===== config.mk =====
export PLATFORM = sky130hd
export DESIGN_NAME = axis_packetizer
export DESIGN_NICKNAME = d
export VERILOG_FILES = /design/src/rtl/axis_packetizer_pkg.sv /design/src/rtl/axis_packetizer_out_reg.sv /design/src/rtl/axis_packetizer.sv
export SDC_FILE = /design/constraint.sdc
export NUM_CORES = 1
export LEC_CHECK = 0
export BUFFER_PORTS_ARGS = -buffer_cell sky130_fd_sc_hd__buf_2
export CAP_MARGIN = 20
export CORE_MARGIN = 4
export CORE_UTILIZATION = 52
export CTS_CLUSTER_SIZE = 10
export DETAILED_ROUTE_END_ITERATION = 7
export PLACE_DENSITY = 0.77
export SKIP_CTS_REPAIR_TIMING = 1
export SLEW_MARGIN = 10
export SYNTH_ARGS = -nofsm -noshare
export SYNTH_HDL_FRONTEND = slang
export SYNTH_SLANG_ARGS = --single-unit

===== constraint.sdc =====
create_clock -name axis_clk -period 2.6 [get_ports axis_clk]
set_input_delay 0.39 -clock axis_clk [delete_from_list [all_inputs] [get_ports axis_clk]]
set_output_delay 0.39 -clock axis_clk [all_outputs]
set_load 0.02 [all_outputs]

===== src/rtl/axis_packetizer_pkg.sv =====
// Shared types and default parameters for the AXI-Stream packetizer.
package axis_pkt_pkg;

  localparam int unsigned DEF_FIFO_WIDTH = 32;
  localparam int unsigned DEF_PKT_LEN    = 16;
  localparam int unsigned DEF_CNT_WIDTH  = 16;

  typedef enum logic {PAYLOAD, TRAILER} pkt_state_t;

endpackage


===== src/rtl/axis_packetizer_out_reg.sv =====
// Single-entry AXI-Stream output register: holds valid/data/last until a handshake.
module axis_out_reg #(
  parameter int unsigned WIDTH = 32
) (
  input  logic             clk,
  input  logic             rst,
  input  logic             load,
  input  logic [WIDTH-1:0] load_data,
  input  logic             load_last,
  input  logic             tready,
  output logic             free,
  output logic             tvalid,
  output logic [WIDTH-1:0] tdata,
  output logic             tlast
);

  assign free = !tvalid || tready;

  always_ff @(posedge clk) begin
    if (rst) begin
      tvalid <= 1'b0;
      tdata  <= '0;
      tlast  <= 1'b0;
    end else if (load) begin
      tvalid <= 1'b1;
      tdata  <= load_data;
      tlast  <= load_last;
    end else if (free) begin
      // data/last are left as-is; only valid drops once the beat has gone
      tvalid <= 1'b0;
    end
  end

endmodule


===== src/rtl/axis_packetizer.sv =====
// Groups a continuous stream into PKT_LEN-beat packets, each closed by a
// checksum trailer (tlast) that makes the packet's modular sum zero.
module axis_packetizer
  import axis_pkt_pkg::*;
#(
  parameter int unsigned FIFO_WIDTH = DEF_FIFO_WIDTH,
  parameter int unsigned PKT_LEN    = DEF_PKT_LEN,
  parameter int unsigned CNT_WIDTH  = DEF_CNT_WIDTH
) (
  input  logic                  axis_clk,
  input  logic                  axis_rst,
  input  logic                  s_axis_tvalid,
  output logic                  s_axis_tready,
  input  logic [FIFO_WIDTH-1:0] s_axis_tdata,
  output logic                  m_axis_tvalid,
  input  logic                  m_axis_tready,
  output logic [FIFO_WIDTH-1:0] m_axis_tdata,
  output logic                  m_axis_tlast,
  output logic [CNT_WIDTH-1:0]  pkt_count
);

  localparam int unsigned BEAT_W = $clog2(PKT_LEN + 1);

  pkt_state_t            state;
  logic [BEAT_W-1:0]     beat_cnt;
  logic [FIFO_WIDTH-1:0] sum;
  logic [FIFO_WIDTH-1:0] load_data;
  logic                  free;
  logic                  accept;
  logic                  trailer_load;
  logic                  load;
  logic                  load_last;

  assign s_axis_tready = (state == PAYLOAD) && free && !axis_rst;
  assign accept        = s_axis_tvalid && s_axis_tready;
  assign trailer_load  = (state == TRAILER) && free;

  always_comb begin
    load      = accept || trailer_load;
    load_last = trailer_load;
    load_data = s_axis_tdata;
    if (trailer_load) load_data = '0 - sum;
  end

  axis_out_reg #(
    .WIDTH (FIFO_WIDTH)
  ) u_out_reg (
    .clk       (axis_clk),
    .rst       (axis_rst),
    .load      (load),
    .load_data (load_data),
    .load_last (load_last),
    .tready    (m_axis_tready),
    .free      (free),
    .tvalid    (m_axis_tvalid),
    .tdata     (m_axis_tdata),
    .tlast     (m_axis_tlast)
  );

  always_ff @(posedge axis_clk) begin
    if (axis_rst) begin
      state     <= PAYLOAD;
      beat_cnt  <= '0;
      sum       <= '0;
      pkt_count <= '0;
    end else begin
      case (state)
        PAYLOAD: begin
          if (accept) begin
            sum      <= sum + s_axis_tdata;
            beat_cnt <= beat_cnt + BEAT_W'(1);
            if (beat_cnt == BEAT_W'(PKT_LEN - 1)) state <= TRAILER;
          end
        end
        TRAILER: begin
          if (free) begin
            sum       <= '0;
            beat_cnt  <= '0;
            pkt_count <= pkt_count + CNT_WIDTH'(1);
            state     <= PAYLOAD;
          end
        end
        default: state <= PAYLOAD;
      endcase
    end
  end

endmodule


==> flow_summary.ini <==
[status]
status = finished with violations
violations = setup timing

[synth]
syn_inst = 720
synth-seq-cells = 88
synth-edff-count = 0
netlist.top_cell.by_area = dfxtp_1
syn_area_per_cell_um2 = 7.77
dominantRegCellSynth = dfxtp_1
yosysWarnings = 0
yosys.cell_count.top_type = nand2_1
ys_types = 61
synth_common_cells = nand2_1, dfxtp_1, nor2_1, a21oi_1
synthArstFlopShare = 0
syn_area_um2 = 5600
synth_nets = 792
yosysSeqAreaShare = 0.315
synth.top_cells.by_area = dfxtp_1, ha_1, nand2_1
synth_top_area_frac = 0.315

[floorplanning]
die_w_um = 112
die_y_um = 112
die_area_um2 = 12500
num_rows = 37
fp.coreArea_um2 = 10400
ios = 87
start_util = 0.537

[drt]
ant_nets = 0
vias_per_cell = 6.02
wl_mm = 18.1
wire_per_inst_um = 17.8
dr.pass1.iters = 6
vias = 6114
dr.first_iter.drc_count = 572
drc = 0

[final_layout]
seq_area_um2 = 1770
multi_input_area_um2 = 3990
fill_cells = 816
syn_to_final_growth_pct = 31.9
drive_gt1_frac = 0.290
stdcell_count = 1015
nets = 947
antenna_cells = 0

[power_and_ir_drop]
vdd_drop_max_uv = 387
p_per_area_nw_per_um2 = 576
p_leak_nw = 3.26

[global_routing]
antenna_found_initial = 0
overflow = 0
grt_usage = 0.275
grt_start_max_net_pins = 76
grt_pass1_vias = 5764
grt_first_pass_wirelength_mm = 28.5

[timing]
slew_headroom = 0.451
timing.fmax_ghz = 0.343
finalSetupViolations = 8
fin_skew_ps = 20.6
max_slew.worst_pin.slew_ps = 823
rsz0062_at_grt = yes
fin_crit_ps = 2920
slew_violations = 0
hold_viol_final = 0
hold_slack_ps = 241
post-route-period-util = 1.12
layout_setup_ws_ps = -317

[critical_path]
path_max_fanout = 4
endpoint_kind = flop
critPathLaunchType = flop
worst-endpoint-required_ps = 2840
critical_path_arrival_ps = 3150
crit_type = reg -> reg

[clock_tree]
clk_latency_ps = 380
tritoncts = done
clkTransAtPathRegs_ps = 90
clockBufferDepth = 2
cts_root_buf = clkbuf_8
h-tree-depth = 3
cts_sinks = 88
cts_buffers = 9

[place]
finalWeightedCongestion = 0.963
dp_cells = 993
portBuffers = 86
post-dp-hpwl_mm = 13.2

[run]
cap_violations = 0

[min_path]
holdCritPathClass = in -> reg
==> metrics by stage <==
stage / power [W] / util / instance area, um2 / worst slack, ps / setup TNS (ps)
CTS: 0.00408 / 0.671 / 6990 / -271 / -2760
global placement: 0.00289 / 0.648 / 6750 / -321 / -3580
global route: 0.00446 / 0.709 / 7380 / -384 / -2660
finish: 0.00425 / 0.709 / 7380 / -317 / -1630
floorplan: 0.00241 / - / 5620 / -234 / -981
detailed placement: 0.00292 / 0.648 / 6750 / -327 / -4160
==> cell type report <==
class	count	area share
Sequential cell	88	0.240
Timing Repair Buffer	178	0.156
Clock buffer	9	0.0168
Tap cell	136	0.0231
Multi-Input combinational cell	582	0.540
Inverter	16	0.00814
Clock inverter	6	0.0159
==> power by group <==
group / leakage [nW] / internal [W] / total [W] / switching, W
logic: 2.42 / 0.000707 / 0.00155 / 0.000844
clock network: 0.117 / 0.000641 / 0.00117 / 0.000528
registers: 0.722 / 0.00144 / 0.00153 / 0.0000946
==> critical path, stage by stage, from the launching register on <==
cell	delay, ps
dfxtp_2	330
or4_4	520
or3_4	350
or2_4	240
or3_4	380
or4_4	480
nor3b_2	220
xor2_1	180
o31ai_1	80
==> kinds of logic (layout without fill, tap and decap cells) <==
| family | after synthesis | count (layout) | synth area share |
|---|---|---|---|
| flip-flops | 88 | 88 | 0.315 |
| AO/OA/AOI/OAI | 190 | 190 | 0.226 |
| XOR/XNOR | 60 | 60 | 0.0939 |
| buffers and inverters | 50 | 209 | 0.0335 |
| adder cells (fa/ha/maj) | 36 | 36 | 0.0818 |
| AND/OR/NAND/NOR | 294 | 294 | 0.247 |
| multiplexers | 2 | 2 | 0.00358 |
==> cell usage in the layout (no fill, tap or decap), types with 10 or more instances in the layout <==
| cell | synthesis | layout |
|---|---|---|
| a211oi_1 | 11 | 10 |
| a21o_1 | 18 | 18 |
| a21oi_1 | 49 | 45 |
| a311oi_1 | 19 | 19 |
| buf_2 | 0 | 86 |
| buf_4 | 0 | 87 |
| dfxtp_1 | 88 | 82 |
| ha_1 | 35 | 27 |
| inv_1 | 16 | 16 |
| nand2_1 | 98 | 96 |
| nand3_1 | 25 | 23 |
| nand4_1 | 15 | 15 |
| nor2_1 | 85 | 84 |
| nor3_1 | 18 | 16 |
| o21ai_0 | 32 | 27 |
| xnor2_1 | 25 | 25 |
| xor2_1 | 35 | 35 |
==> registers in the layout (all words and copies together), names as in the netlist <==
| register | flops |
|---|---|
| u_out_reg.tlast | 1 |
| beat_cnt | 5 |
| u_out_reg.tdata | 32 |
| sum | 32 |
| state | 1 |
| u_out_reg.tvalid | 1 |
| pkt_count | 16 |
==> worst paths after layout <==
check	start	end	slack, ps	cells past startpoint
worst max-delay path	sum[7]	u_out_reg.tdata[31]	-320	8
worst max register to register	sum[7]	u_out_reg.tdata[31]	-320	8
worst min register to register	u_out_reg.tdata[4]	u_out_reg.tdata[4]	490	2
worst min-delay path	s_axis_tvalid	u_out_reg.tvalid	240	3
==> layer usage <==
metal	GRT usage	wire length, um
met5	0	0
met4	0.116	419
met1	0.382	8000
met2	0.427	8190
met3	0.0380	1480
Note: power is estimated with default switching activity, not from simulation.
